$ cat src/rtl/dmem_arbiter_pkg.sv
// Shared constants and types for the data-RAM arbiter.
package dmem_arbiter_pkg;

  localparam int ARB_ADDRBUS   = 32;
  localparam int ARB_DATABUS   = 32;
  localparam int ARB_MAX_BURST = 8;

  // Registered owner encoding, also visible on the owner port.
  typedef enum logic [1:0] {
    ARB_IDLE = 2'b00,
    ARB_CPU  = 2'b01,
    ARB_DMA  = 2'b10
  } arb_state_e;

  // Width of a counter that must hold values 0..max_burst inclusive.
  function automatic int arb_cnt_width(input int max_burst);
    return $clog2(max_burst + 1);
  endfunction

endpackage

$ cat src/rtl/dmem_arbiter_rr2.sv
// Two-way combinational priority picker between the CPU and the DMA master.
// A lone requester always wins. Under contention the CPU wins from IDLE,
// the DMA wins right after a CPU access, and a DMA burst keeps the port
// until it has used MAX_BURST beats.
module arb_rr2
  import dmem_arbiter_pkg::*;
#(
  parameter int MAX_BURST = ARB_MAX_BURST,
  parameter int CNT_W     = arb_cnt_width(ARB_MAX_BURST)
) (
  input  arb_state_e       state_i,
  input  logic [CNT_W-1:0] cnt_i,
  input  logic             cpu_req_i,
  input  logic             dma_req_i,
  output logic             cpu_gnt_o,
  output logic             dma_gnt_o
);

  localparam logic [CNT_W-1:0] MAX_CNT = CNT_W'(MAX_BURST);

  // Grant selection from requests, current owner and burst length.
  always_comb begin
    cpu_gnt_o = 1'b0;
    dma_gnt_o = 1'b0;
    if (cpu_req_i && dma_req_i) begin
      case (state_i)
        ARB_IDLE: cpu_gnt_o = 1'b1;
        ARB_CPU:  dma_gnt_o = 1'b1;
        ARB_DMA: begin
          if (cnt_i < MAX_CNT) begin
            dma_gnt_o = 1'b1;
          end else begin
            cpu_gnt_o = 1'b1;
          end
        end
        default:  cpu_gnt_o = 1'b1;
      endcase
    end else if (cpu_req_i) begin
      cpu_gnt_o = 1'b1;
    end else if (dma_req_i) begin
      dma_gnt_o = 1'b1;
    end else begin
      cpu_gnt_o = 1'b0;
      dma_gnt_o = 1'b0;
    end
  end

endmodule

$ cat src/rtl/dmem_arbiter.sv
// Shares the single data-RAM port between the CPU EX stage and a DMA/debug
// master. Grants are combinational so every access completes in the cycle it
// is granted; cpu_hold freezes the pipeline while the CPU is waiting.
module dmem_arbiter
  import dmem_arbiter_pkg::*;
#(
  parameter int ADDR_W    = ARB_ADDRBUS,
  parameter int DATA_W    = ARB_DATABUS,
  parameter int MAX_BURST = ARB_MAX_BURST
) (
  input  logic              clk,
  input  logic              rst_n,
  input  logic              cpu_req,
  input  logic              cpu_we,
  input  logic [ADDR_W-1:0] cpu_addr,
  input  logic [DATA_W-1:0] cpu_wdata,
  output logic [DATA_W-1:0] cpu_rdata,
  output logic              cpu_hold,
  input  logic              dma_req,
  input  logic              dma_we,
  input  logic [ADDR_W-1:0] dma_addr,
  input  logic [DATA_W-1:0] dma_wdata,
  output logic [DATA_W-1:0] dma_rdata,
  output logic              dma_gnt,
  output logic [ADDR_W-1:0] ram_addr,
  output logic [DATA_W-1:0] ram_wdata,
  output logic              ram_we,
  input  logic [DATA_W-1:0] ram_rdata,
  output logic [1:0]        owner
);

  localparam int               CNT_W   = arb_cnt_width(MAX_BURST);
  localparam logic [CNT_W-1:0] MAX_CNT = CNT_W'(MAX_BURST);
  localparam logic [CNT_W-1:0] ONE_CNT = CNT_W'(1);

  arb_state_e       state_q, state_d;
  logic [CNT_W-1:0] burst_cnt_q, burst_cnt_d;
  logic             pick_cpu_s, pick_dma_s;
  logic             cpu_gnt_s, dma_gnt_s;

  arb_rr2 #(
    .MAX_BURST (MAX_BURST),
    .CNT_W     (CNT_W)
  ) u_rr2 (
    .state_i   (state_q),
    .cnt_i     (burst_cnt_q),
    .cpu_req_i (cpu_req),
    .dma_req_i (dma_req),
    .cpu_gnt_o (pick_cpu_s),
    .dma_gnt_o (pick_dma_s)
  );

  // While reset is asserted no master may touch the RAM, even mid-burst.
  always_comb begin
    cpu_gnt_s = pick_cpu_s & rst_n;
    dma_gnt_s = pick_dma_s & rst_n;
  end

  // Next owner and burst length; any cycle without a DMA beat clears the count.
  always_comb begin
    state_d     = ARB_IDLE;
    burst_cnt_d = '0;
    if (dma_gnt_s) begin
      state_d = ARB_DMA;
      if (state_q == ARB_DMA) begin
        if (burst_cnt_q == MAX_CNT) begin
          burst_cnt_d = MAX_CNT;
        end else begin
          burst_cnt_d = burst_cnt_q + ONE_CNT;
        end
      end else begin
        burst_cnt_d = ONE_CNT;
      end
    end else if (cpu_gnt_s) begin
      state_d     = ARB_CPU;
      burst_cnt_d = '0;
    end else begin
      state_d     = ARB_IDLE;
      burst_cnt_d = '0;
    end
  end

  // Owner/burst state registers.
  always_ff @(posedge clk or negedge rst_n) begin
    if (!rst_n) begin
      state_q     <= ARB_IDLE;
      burst_cnt_q <= '0;
    end else begin
      state_q     <= state_d;
      burst_cnt_q <= burst_cnt_d;
    end
  end

  // RAM-side mux, handshake outputs and read-data return paths.
  always_comb begin
    ram_addr  = '0;
    ram_wdata = '0;
    ram_we    = 1'b0;
    cpu_rdata = '0;
    dma_rdata = '0;
    if (cpu_gnt_s) begin
      ram_addr  = cpu_addr;
      ram_wdata = cpu_wdata;
      ram_we    = cpu_we;
      cpu_rdata = ram_rdata;
    end else if (dma_gnt_s) begin
      ram_addr  = dma_addr;
      ram_wdata = dma_wdata;
      ram_we    = dma_we;
      dma_rdata = ram_rdata;
    end else begin
      ram_addr  = '0;
      ram_wdata = '0;
      ram_we    = 1'b0;
    end
    cpu_hold = cpu_req & ~cpu_gnt_s & rst_n;
    dma_gnt  = dma_gnt_s;
    owner    = state_q;
  end

endmodule

$ cat config.mk
export PLATFORM = sky130hd
export DESIGN_NAME = dmem_arbiter
export DESIGN_NICKNAME = d
export VERILOG_FILES = /design/src/rtl/dmem_arbiter_pkg.sv /design/src/rtl/dmem_arbiter_rr2.sv /design/src/rtl/dmem_arbiter.sv
export SDC_FILE = /design/constraint.sdc
export NUM_CORES = 1
export LEC_CHECK = 0
export ABC_AREA = 1
export BUFFER_PORTS_ARGS = -buffer_cell sky130_fd_sc_hd__buf_2
export CAP_MARGIN = 25
export CORE_AREA = 5 5 112 114
export DETAILED_ROUTE_END_ITERATION = 8
export DIE_AREA = 0 0 117 119
export PLACE_DENSITY = 0.65
export SYNTH_ARGS = -nofsm -noshare
export SYNTH_HDL_FRONTEND = slang
export SYNTH_SLANG_ARGS = --single-unit
$ cat constraint.sdc
create_clock -name clk -period 1.8 [get_ports clk]
set_clock_uncertainty 0.1 [all_clocks]
set_input_delay 0.18 -clock clk [delete_from_list [all_inputs] [get_ports clk]]
set_output_delay 0.18 -clock clk [all_outputs]
set_load 0.01 [all_outputs]
; ---- After elaboration in Yosys (flattened, before gate mapping)
; Cells that the tools add are included.
[classes]
add_sub_neg = 1
multipliers = 0
div = 0
order_cmp = 1
n_eq_ne = 3
shifts = 0
n_mux = 23
bitwise = 5
reduce_logical = 1
[ops]
columns = cell, n
row1 = 32-bit two-way mux, 7
row2 = 4-bit two-way mux, 3
row3 = 1-bit two-way mux, 10
row4 = "4-bit by 1-bit adder with 4-bit output, second input constant", 1
row5 = 1-bit bitwise AND, 4
row6 = "4-bit equality test, second input constant", 1
row7 = "4-bit less-than comparator, second input constant", 1
row8 = 1-bit case mux with 2 select lines, 2
row9 = "2-bit by 1-bit equality test with 1-bit output, second input constant", 1
row10 = "2-bit equality test, second input constant", 1
row11 = 2-bit two-way mux, 1
row12 = 1-bit logical AND, 1
row13 = 1-bit NOT, 1
[word_totals]
register_bits = 6
latch_bits = 0
ram_bits = 0
mem_bits_ro = 0
in_bits = 166
word_cells = 36
memories = 0

; ---- Logic depth before layout (Yosys ltp)
; Gate-level depths: netlist (run 1).
[logic_depth]
word_depth = 8
depth_mapped = 11
ltp_nobuf = 9

; ---- Cells and area by module
; Synthesis (run 1) repeated with hierarchy kept, for this count alone.
[unflattened]
cells_unflattened = 381
hier_area_um2 = 1815.5
[modules_own_cells]
columns = mod, instances, cells_per_inst, area_each_um2
row1 = dmem_arbiter, 1, 361, 1717.9
row2 = arb_rr2, 1, 20, 97.6

; ---- Worst setup path before layout (run 1)
; No wires, ideal clock.
[synth_path]
path_type = register to output
from = register state_q[0], in the netlist owner[0]
to = output dma_rdata[10]
arrival_ns = 1.521
required_ns = 1.520
slack_ns = -0.001
path_stages_with_launch = 12
cell_sequence = dfrtp_1 > inv_1 > ha_1 > inv_1 > nand2_1 > nand2_1 > nand2_1 > nand2_1 > buf_4 > buf_4 > nand2_1 > nor2_1
[synth_between]
elab_chain_cells = 6
elab_cells_between_ends = 10
classes_between = 2 x eq/ne / 6 x mux / 2 x bitwise
[synth_lines]
columns = element, line_no
row1 = "start, declared", dmem_arbiter.sv:36  ; arb_state_e state_q, state_d;
row2 = "start signal, assigned", dmem_arbiter.sv:89  ; state_q <= state_d;
row3 = 2-bit equality test / 2-bit by 1-bit equality test with 1-bit output (equally long branches), dmem_arbiter_rr2.sv:26  ; case (state_i)
row4 = 1-bit case mux with 2 select lines, dmem_arbiter_rr2.sv:26
row5 = 1-bit two-way mux, dmem_arbiter_rr2.sv:25  ; if (cpu_req_i && dma_req_i) begin
row6 = 1-bit bitwise AND, dmem_arbiter.sv:56  ; dma_gnt_s = pick_dma_s & rst_n;
row7 = 32-bit two-way mux, dmem_arbiter.sv:106  ; end else if (dma_gnt_s) begin
row8 = 32-bit two-way mux *, dmem_arbiter.sv:101  ; if (cpu_gnt_s) begin
row9 = "end, declared", dmem_arbiter.sv:23  ; output logic [DATA_W-1:0] dma_rdata,
; Mark *: on every way between the ends. The rest lies on a longest branch, timed or not.

; ---- Final worst setup path (run 1)
[layout_path]
from = register state_q[1], in the netlist owner[1]
to = output ram_wdata[30]
[layout_between]
elab_chain_cells = 6
elab_cells_between_ends = 10
classes_between = 2 x eq/ne / 6 x mux / 2 x bitwise
[layout_lines]
columns = element, line_no
row1 = 2-bit equality test / 2-bit by 1-bit equality test with 1-bit output (equally long branches), dmem_arbiter_rr2.sv:26
row2 = 1-bit case mux with 2 select lines, dmem_arbiter_rr2.sv:26
row3 = 1-bit two-way mux, dmem_arbiter_rr2.sv:25
row4 = 1-bit bitwise AND, dmem_arbiter.sv:56
row5 = 32-bit two-way mux, dmem_arbiter.sv:106
row6 = 32-bit two-way mux *, dmem_arbiter.sv:101
row7 = "end, declared", dmem_arbiter.sv:26  ; output logic [DATA_W-1:0] ram_wdata,
; Marks and branches as above.

==> results.sh, run 1 <==
export IMPL_die_w_um=117
export IMPL_cp_cell_sequence="ha_4 > inv_4 > nand2_4 > nand2_4 > nand2_8 > buf_12 > clkbuf_16 > a21oi_2 > nand2_1 > nand2_1 > buf_2"
export IMPL_syn_inst=548
export IMPL_syn_num_nets=718
export IMPL_maxSlewHeadroom_pct=70.76
export IMPL_peakVddDrop_uv=252.5
export IMPL_holdCritPathClass="in -> async"
export IMPL_drt_iter0_drc=181
export IMPL_die_height_um=119
export IMPL_hold_viol=0
export IMPL_worst_pin_slew_ns=0.4386
export IMPL_gp_congestion=0.8934
export IMPL_cts_tree="done"
export IMPL_dp_cells=968
export IMPL_ys_ff_latch=6
export IMPL_clock_sinks=6
export IMPL_final_common_cell="buf_2"
export IMPL_htreeDepth=1
export IMPL_rows=39
export IMPL_cp_end_kind="output port"
export IMPL_status="finished with violations"
export IMPL_path_class="reg -> out"
export IMPL_max_freq_mhz=465.4
export IMPL_top_layer="met4"
export IMPL_cts_buffer_depth=2
export IMPL_drive_gt1_share_pct=51.82
export IMPL_dieArea_mm2=0.01392
export IMPL_ys_warn_count=0
export IMPL_grt_pass1_wl_um=17690
export IMPL_synth_top_cell_by_area="nand2_1"
export IMPL_power_density_mw_per_mm2=306.8
export IMPL_initial_core_util_pct=21.97
export IMPL_grt_remaining_overflow=0
export IMPL_synth_cell_area_mm2=0.002487
export IMPL_grt_max_degree=78
export IMPL_layout_setup_ws_ns=-0.3488
export IMPL_viasPerCell=4.374
export IMPL_clkTransAtPathRegs_ns=0.04
export IMPL_wl_per_cell_um=13.76
export IMPL_drt_pass1_iterations=6
export IMPL_netlist_area_leader_share_pct=26.56
export IMPL_ys_seq_area_share_pct=6.036
export IMPL_fin_crit_ns=2.149
export IMPL_instances_no_fill=996
export IMPL_postRouteAntennaNets=0
export IMPL_syn_to_final_growth_pct=108.2
export IMPL_layout_common_cells="291 x buf_2, 162 x nand2_1, 103 x inv_1, 67 x nand3_1, 43 x nor2_1"
export IMPL_ys_types=15
export IMPL_crit_required_ns=1.52
export IMPL_cp_max_fo=12
export IMPL_stdcell_area_mm2=0.005179
export IMPL_ios=299
export IMPL_failed_checks="setup timing"
export IMPL_portBuffers=298
export IMPL_multiInputGateArea_mm2=0.002029
export IMPL_rsz0062_at_grt="yes"
export IMPL_wl_met3_um=1278
export IMPL_grt_util_all_layers_pct=15.41
export IMPL_met1Wirelength_um=5281
export IMPL_vias=4357
export IMPL_cts_root_buffer="clkbuf_16"
export IMPL_maxCapViolations=0
export IMPL_synth_area_per_cell_um2=4.539
export IMPL_grt_pass1_vias=3660
export IMPL_regArea_um2=151.4
export IMPL_dp_hpwl_um=9357
export IMPL_crit_path_max_incr_delay_ns=0.44
export IMPL_path_buf_inv=4
export IMPL_dp_slack_ns=-0.1419
export IMPL_dpl_cell_area_mm2=0.004262
export IMPL_antenna_found_initial=0
export IMPL_synth_area_top_cells="nand2_1 27%, inv_1 16%, nand3_1 13%"
export IMPL_cts_inserted_buffers=3
export IMPL_antennaDiodeCount=0
export IMPL_drc=0
export IMPL_finalMaxSlewViolations=0
export IMPL_critical_path_arrival_ns=1.87
export IMPL_final_nets=1025
export IMPL_slowest_stage="dfrtp_2"
export IMPL_crit_family="buffers and inverters"
export IMPL_dr_wl_met2_um=7047
export IMPL_utilization_pct=45.74
export IMPL_wirelength_um=13710
export IMPL_fillCellCount=1214
export IMPL_core_area_mm2=0.01132
export IMPL_clock_latency_ns=0.23
export IMPL_start_kind="flop"
export IMPL_fin_crit_sh_pct=119.4
export IMPL_power_leakage_nw=3.405
export IMPL_setup_viol=131
==> state kept, by name, indices dropped and copies added, names as in the netlist <==
name         flops
burst_cnt_q      4
owner            2
==> what timing repair did <==
action | 4_1_cts | 5_1_grt
setup endpoints to repair | 131 | 131
buffers inserted | 6 | 4
hold endpoints to repair | 6 | 0
gates resized for setup | 33 | 79
pin swaps | 1 | 16
hold buffers | 1 | 0
gates cloned | 2 | 12
==> tightest hold or removal path, cell delays in order <==
cell,delay (ns)
buf_2,0.10
dlygate4sd3_1,0.55
buf_4,0.17
==> layout make-up <==
class | instances | share of cell area, %
clock buffers | 3 | 1.450
inverters | 109 | 8.070
multi-input cells | 388 | 39.19
flip-flops and latches | 6 | 2.923
well taps | 143 | 3.455
repair buffers | 347 | 44.91
==> metal layers <==
layer	track usage, %	vias to the layer above
met1	17.36	1897
met3	3.550	10
met4	2.581	0
li1	-	2255
met5	0	-
met2	29.30	195
==> worst paths after layout <==
path                                      from        endpoint  slack (ns)  cells past startpoint
worst max-delay path                  owner[1]   ram_wdata[30]       -0.35                     11
worst min-delay path                     rst_n  burst_cnt_q[2]        0.34                      3
worst max register to register        owner[0]  burst_cnt_q[3]        0.01                     11
worst min register to register  burst_cnt_q[3]  burst_cnt_q[3]        0.48                      3
max in group asynchronous                rst_n        owner[1]        1.13                      3
min in group clk                       cpu_req        owner[1]        0.45                      4
==> synth_stat cells (all sizes together) <==
master / number
a21oi: 67
buf: 38
clkbuf: 7
dfrtp: 6
ha: 4
inv: 109
nand2: 176
nand3: 67
nand4: 2
nor2: 71
or2: 1
==> report_power, final <==
group          total, mW  internal [mW]  leakage (nW)  switching, mW
sequential         0.144          0.139        0.0804        0.00440
combinational       1.08          0.519          3.29          0.563
clock              0.363          0.285        0.0370         0.0772
==> cells by family after synthesis <==
logic type,share of synthesized area (%)
compound gates,13.93
fa+ha+maj,2.012
buf+inv,26.51
flops,6.036
simple gates,51.51
==> metrics by stage <==
| step | TNS [ns] | total power, mW | hold slack [ns] |
|---|---|---|---|
| 2_1_floorplan | -0.01414 | 0.5920 | -0.2156 |
| 3_3_place_gp | -3.910 | 1.014 | 0.02388 |
| 3_5_place_dp | -9.092 | 1.016 | 0.03116 |
| 4_1_cts | -35.44 | 1.445 | 0.3378 |
| 5_1_grt | -44.26 | 1.706 | 0.3581 |
| 6_report | -33.74 | 1.589 | 0.3354 |
No activity file was read; power rests on OpenSTA's default activity.
==> run 2: changes to the inputs <==
- ABC_AREA: 1 -> unset
- ABC_CLOCK_PERIOD_IN_PS: unset -> 1800
- CORE_AREA: 5 5 112 114 -> 5 5 114 116
- DIE_AREA: 0 0 117 119 -> 0 0 119 121
- PLACE_DENSITY: 0.65 -> 0.57
==> run 2 against run 1 <==
Effect of this change: the flow still finishes with violations (setup timing); sequential cell count unchanged; die area increased by 3.4%; sequential power barely moved; clock power is essentially flat; total power shrank 1.6%; synthesized cell count shrank 39%; register-to-register slack barely moved; sequential share of layout area rose by 0.21 points; critical path depth is 2 lower; combinational power about the same; non-clock buffer count down 3; core utilization is 5.1 points lower; largest power group unchanged; highest routed layer unchanged.
==> results.sh, run 2 <==
export IMPL_status="finished with violations"
export IMPL_failed_checks="setup timing"
export IMPL_top_register="burst_cnt_q"
export IMPL_wl_per_cell_um=15.56
export IMPL_seq_power_share_pct=9.2
export IMPL_final_nets=815
export IMPL_cts_buffer_depth=2
export IMPL_dpl_cell_area_mm2=0.004024
export IMPL_grt_max_degree=60
export IMPL_crit_path_max_incr_delay_ns=0.40
export IMPL_ys_seq_area_share_pct=8.130
export IMPL_worst_pin_slew_ns=0.2429
export IMPL_yosysMostFrequentCell="nand2_1"
export IMPL_dieArea_mm2=0.01440
export IMPL_grt_remaining_overflow=0
export IMPL_initial_core_util_pct=15.64
export IMPL_syn_to_final_growth_pct=159.7
export IMPL_portBuffers=298
export IMPL_dp_cells=768
export IMPL_cp_cell_sequence="inv_2 > ha_4 > buf_4 > nor2b_4 > o21ai_4 > and2_4 > buf_12 > o21ai_1 > buf_2"
export IMPL_drt_pass1_iterations=4
export IMPL_hold_viol=0
export IMPL_cp_end_kind="output port"
export IMPL_antennaDiodeCount=0
export IMPL_grt_pass1_vias=3578
export IMPL_holdCritPathClass="in -> async"
export IMPL_stdcell_area_mm2=0.004796
export IMPL_clock_latency_ns=0.23
export IMPL_synth_edff_count=0
export IMPL_largest_register_ffs=4
export IMPL_peakVddDrop_uv=272.2
export IMPL_vias=3588
export IMPL_die_height_um=121
export IMPL_rsz0062_at_grt="yes"
export IMPL_ys_ff_latch=6
export IMPL_power_leakage_nw=2.640
export IMPL_intPower_uw=970.4
export IMPL_synth_area_top_cells="nand3_1 18%, nand2_1 14%, and2_1 12%"
export IMPL_setup_viol=132
export IMPL_grt_util_all_layers_pct=14.55
export IMPL_fin_crit_ns=2.256
export IMPL_layout_common_cells="269 x buf_2, 56 x nand2_1, 49 x nand3_1, 35 x buf_6, 32 x o21ai_2"
export IMPL_htreeDepth=1
export IMPL_synth_flop_cell="dfrtp_1"
export IMPL_maxSlewHeadroom_pct=83.74
export IMPL_worstSetupStartpoint="owner[0]"
export IMPL_fillCellCount=1237
export IMPL_wirelength_um=12300
export IMPL_drive_gt1_share_pct=69.36
export IMPL_drc=0
export IMPL_dp_slack_ns=-0.2320
export IMPL_p_sw_uw=593.0
export IMPL_core_area_mm2=0.01181
export IMPL_layout_setup_ws_ns=-0.4560
export IMPL_ys_top_cells_by_count="68 x nand2_1, 66 x nand3_1, 42 x o21ai_0"
export IMPL_viasPerCell=4.542
export IMPL_swShare_pct=37.93
export IMPL_slowest_stage="dfrtp_1"
export IMPL_rows=40
export IMPL_ios=299
export IMPL_clkTransAtPathRegs_ns=0.04
export IMPL_path_class="reg -> out"
export IMPL_syn_inst=335
export IMPL_die_w_um=119
export IMPL_r2r_end="owner[0]"
export IMPL_cts_root_buffer="clkbuf_16"
export IMPL_start_kind="flop"
export IMPL_max_freq_mhz=443.3
export IMPL_ys_warn_count=0
export IMPL_maxCapViolations=0
export IMPL_synth_top_cell_by_area="nand3_1"
export IMPL_fin_crit_sh_pct=125.3
export IMPL_crit_required_ns=1.52
export IMPL_cts_tree="done"
export IMPL_syn_num_nets=505
export IMPL_cts_inserted_buffers=3
export IMPL_instances_no_fill=790
export IMPL_synth_area_per_cell_um2=5.513
export IMPL_critPathCapture="ram_wdata[3]"
export IMPL_r2r_slack_ns=0
export IMPL_ys_types=22
export IMPL_synth_cell_area_mm2=0.001847
export IMPL_grt_pass1_wl_um=17640
export IMPL_p_comb_share_pct=67.7
export IMPL_regToRegStartpoint="owner[0]"
export IMPL_final_common_cell="buf_2"
export IMPL_netlist_area_leader_share_pct=17.89
export IMPL_ff2ff_path_depth=8
export IMPL_critical_path_arrival_ns=1.98
export IMPL_dp_hpwl_um=9075
export IMPL_power_density_mw_per_mm2=326.0
export IMPL_drt_iter0_drc=99
export IMPL_ys_async_sr_fraction_pct=100.0
export IMPL_cp_max_fo=26
export IMPL_p_clk_share_pct=23.1
export IMPL_finalMaxSlewViolations=0
export IMPL_antenna_found_initial=1
export IMPL_gp_congestion=0.7860
export IMPL_clock_sinks=6
export IMPL_holdWs_ns=0.3367
export IMPL_setup_tns_ns=-51.99
export IMPL_postRouteAntennaNets=0
==> run 2: cell count changes after synthesis, sizes merged, moves of 19 or more <==
cell / previous run / this run
and2: 0 / 35
a21oi: 67 / 1
nand2: 176 / 68
inv: 109 / 4
o21ai: 0 / 67
buf: 38 / 19
nor2: 71 / 2
and3: 0 / 33
==> run 2: layer usage <==
layer	track usage, %	wire length, um	up-vias
li1	-	-	1771
met2	27.34	6263	187
met5	0	0	-
met3	3.590	1008	4
met1	17.03	4970	1626
met4	1.810	53	0
==> run 2: what timing repair did <==
item,in CTS,in global routing
hold buffers,1,0
cloned,3,6
setup buffers,4,5
resized for setup,41,44
pin swaps,2,23
endpoints found under the setup margin,131,136
hold endpoints to repair,6,0
==> run 2: power by group through the flow <==
stage	logic [mW]	registers, mW	clock network, mW
2_1_floorplan	0.446	0.146	0
3_3_place_gp	0.887	0.145	0
3_5_place_dp	0.886	0.145	0
4_1_cts	0.971	0.144	0.370
5_1_grt	1.15	0.144	0.375
6_report	1.06	0.144	0.361
==> run 2: cell type report <==
class,count,area (um^2),area share [%]
timing repair buffer,344,2354,49.07
tap,147,183.9,3.835
sequential,6,150.1,3.131
multi-input combinational,286,2018,42.08
clock buffer,3,75.07,1.565
inverter,4,15.01,0.3131
==> run 2: kinds of logic after synthesis <==
| group | after synthesis | synth area share [%] |
|---|---|---|
| xor+xnor | 1 | 0.4743 |
| compound gates | 70 | 20.26 |
| fa+ha+maj | 4 | 2.710 |
| flops | 6 | 8.130 |
| simple gates | 211 | 57.99 |
| buf+inv | 43 | 10.43 |
==> run 2: worst min-delay path by stage <==
stage,startpoint,end,slack (ns),cells past startpoint
CTS,rst_n,burst_cnt_q[3],0.33,3
finish,rst_n,burst_cnt_q[3],0.34,3
global route,rst_n,burst_cnt_q[3],0.38,3
floorplan,rst_n,burst_cnt_q[0],-0.22,0
global placement,rst_n,burst_cnt_q[1],0.02,2
detailed placement,rst_n,owner[0],0.02,2
==> run 2: worst max-delay path: cells and delay by family (launching register included) <==
family | cells | cell delay, ns
AND/OR/NAND/NOR | 2 | 0.32
flip-flops | 1 | 0.40
adder cells (fa/ha/maj) | 1 | 0.13
buffers and inverters | 4 | 0.54
AO/OA/AOI/OAI | 2 | 0.34
==> run 2: stage by stage <==
step                utilization, %  total power, mW
global route                 40.60            1.668
finish                       40.60            1.563
floorplan                        -           0.5917
detailed placement           34.07            1.032
global placement             34.07            1.032
CTS                          37.45            1.485
==> run 3: changes to the inputs <==
- ABC_CLOCK_PERIOD_IN_PS: 1800 -> 2210
- SLEW_MARGIN: unset -> 20
- clock period: 1.8 -> 2.21 ns (I/O delays scaled with it)
==> run 3 against run 2 <==
Effect of this change: the flow still finishes with violations (setup timing); hold slack gained 0.0077 ns; critical path depth grew 1; combinational power shrank 35%; global-route usage shrank 0.47 points; count of clock-buffer cells in the layout is the same; non-clock buffer count shrank 17; cell count shrank 2.2%; sequential share of layout area grew 0.72 points; total power shrank 30%; die area is the same; setup slack gained 0.33 ns; largest cell class unchanged; via count shrank 4.0%.
==> results.sh, run 3 (synthesized netlist as in run 2, its figures left out) <==
export IMPL_rsz0062_at_grt="yes"
export IMPL_final_nets=798
export IMPL_intPower_uw=680.3
export IMPL_top_register="burst_cnt_q"
export IMPL_seq_power_share_pct=10.6
export IMPL_peakVddDrop_uv=183.5
export IMPL_portBuffers=298
export IMPL_critical_path_arrival_ns=2.02
export IMPL_max_freq_mhz=427.3
export IMPL_drt_iter0_drc=116
export IMPL_cp_cell_sequence="inv_1 > ha_2 > nor2b_4 > o2111a_2 > buf_12 > buf_12 > buf_16 > nand2_1 > o21ai_1 > buf_2"
export IMPL_wirelength_um=11660
export IMPL_drt_pass1_iterations=5
export IMPL_cts_root_buffer="clkbuf_16"
export IMPL_maxSlewHeadroom_pct=75.77
export IMPL_use_met1_pct=17.85
export IMPL_rows=40
export IMPL_p_comb_share_pct=62.5
export IMPL_grt_busiest_layer="met2"
export IMPL_layout_setup_ws_ns=-0.1300
export IMPL_power_leakage_nw=2.289
export IMPL_fillCellCount=1346
export IMPL_slowest_stage="dfrtp_1"
export IMPL_crit_path_max_incr_delay_ns=0.38
export IMPL_postRouteAntennaNets=0
export IMPL_grt_max_degree=52
export IMPL_syn_to_final_growth_pct=111.1
export IMPL_worst_pin_slew_ns=0.3635
export IMPL_grt_use_met3_pct=3.217
export IMPL_p_sw_uw=414.0
export IMPL_worstSetupStartpoint="owner[0]"
export IMPL_dieArea_mm2=0.01440
export IMPL_grt_pass1_vias=3279
export IMPL_initial_core_util_pct=15.64
export IMPL_fin_crit_ns=2.340
export IMPL_clock_sinks=6
export IMPL_cts_inserted_buffers=3
export IMPL_cp_max_fo=7
export IMPL_die_height_um=121
export IMPL_core_area_mm2=0.01181
export IMPL_hold_viol=0
export IMPL_cts_buffer_depth=2
export IMPL_antenna_found_initial=0
export IMPL_status="finished with violations"
export IMPL_critPathCapture="ram_addr[10]"
export IMPL_dp_hpwl_um=8761
export IMPL_holdCritPathClass="in -> async"
export IMPL_htreeDepth=1
export IMPL_die_w_um=119
export IMPL_swShare_pct=37.84
export IMPL_final_common_cell="buf_2"
export IMPL_largest_register_ffs=4
export IMPL_gp_congestion=0.8643
export IMPL_start_kind="flop"
export IMPL_utilization_pct=33.01
export IMPL_drc=0
export IMPL_viasPerCell=4.455
export IMPL_clkTransAtPathRegs_ns=0.03
export IMPL_crit_path_frequent_cell="buf_12"
export IMPL_p_clk_share_pct=26.9
export IMPL_clock_latency_ns=0.23
export IMPL_ios=299
export IMPL_path_class="reg -> out"
export IMPL_grt_util_all_layers_pct=14.08
export IMPL_grt_pass1_wl_um=16930
export IMPL_ff2ff_path_depth=9
export IMPL_cts_tree="done"
export IMPL_maxCapViolations=0
export IMPL_grt_util_met2_pct=24.94
export IMPL_vias=3444
export IMPL_setup_tns_ns=-7.737
export IMPL_r2r_end="burst_cnt_q[1]"
export IMPL_grt_remaining_overflow=0
export IMPL_crit_required_ns=1.89
export IMPL_layout_common_cells="296 x buf_2, 66 x nand3_1, 64 x nand2_1, 61 x o21ai_1"
export IMPL_antennaDiodeCount=0
export IMPL_fin_crit_sh_pct=105.9
export IMPL_finalMaxSlewViolations=0
export IMPL_cp_end_kind="output port"
export IMPL_r2r_slack_ns=0.20
export IMPL_wl_per_cell_um=15.09
export IMPL_dp_slack_ns=0.08184
export IMPL_power_density_mw_per_mm2=280.7
export IMPL_failed_checks="setup timing"
export IMPL_drive_gt1_share_pct=55.11
export IMPL_regToRegStartpoint="owner[0]"
export IMPL_setup_viol=98
[run 3: changes by cell type in the layout (fill, tap and decap cells not counted), sizes merged]
cell    previous run  this run
clkbuf             9         5
buf              337       324
[run 3: layout make-up]
type                            count  area [um^2]  area share [%]
Timing Repair Buffer              327         1922           49.29
Multi-Input combinational cell    286         1553           39.83
Tap cell                          147        183.9           4.718
Sequential cell                     6        150.1           3.851
Clock buffer                        3        75.07           1.926
Inverter                            4        15.01          0.3851
[run 3: power groups by stage]
stage / Combinational [mW] / Sequential (mW) / Clock [mW]
3_5_place_dp: 0.613 / 0.117 / 0
6_report: 0.684 / 0.116 / 0.294
5_1_grt: 0.752 / 0.117 / 0.306
4_1_cts: 0.664 / 0.116 / 0.301
2_1_floorplan: 0.272 / 0.118 / 0
3_3_place_gp: 0.615 / 0.117 / 0
[run 3: worst min-delay path by stage]
stage / start / end / cells after the start
detailed placement: rst_n / owner[1] / 1
CTS: rst_n / burst_cnt_q[3] / 2
finish: rst_n / owner[1] / 2
global route: rst_n / burst_cnt_q[3] / 2
floorplan: rst_n / burst_cnt_q[0] / 0
global placement: rst_n / burst_cnt_q[2] / 1
[run 3: timing repair]
item                                    4_1_cts  5_1_grt
pin swaps                                     2        4
endpoints found under the setup margin      129      130
buffers inserted                              6        4
gates cloned                                  3        2
hold buffers                                  1        0
endpoints found under the hold margin         6        0
resized for setup                            28       40
[run 3: layer usage]
metal  part of all wire, %  wire (um)
met3                   8.6       1000
met5                     0          0
met1                    41       4739
met2                    50       5864
met4                  0.51         59
[run 3: worst max-delay path: cells and delay by family (launching register included)]
kind                       cells  cell delay (ns)
buffers and inverters          5             0.59
DFF                            1             0.38
AOI/OAI and AO/OA              2             0.38
and+or+nand+nor                2             0.23
adders and majority gates      1             0.19
[run 3: stage by stage]
stage / cell area, um^2 / hold slack (ns) / instances / total power, mW
after floorplan: 1847 / -0.1746 / 335 / 0.3903
after global placement: 3545 / -0.02936 / 757 / 0.7323
after detailed placement: 3545 / -0.03000 / 757 / 0.7307
after CTS: 3812 / 0.3476 / 770 / 1.081
after global routing: 3899 / 0.3822 / 773 / 1.175
final: 3899 / 0.3444 / 773 / 1.094
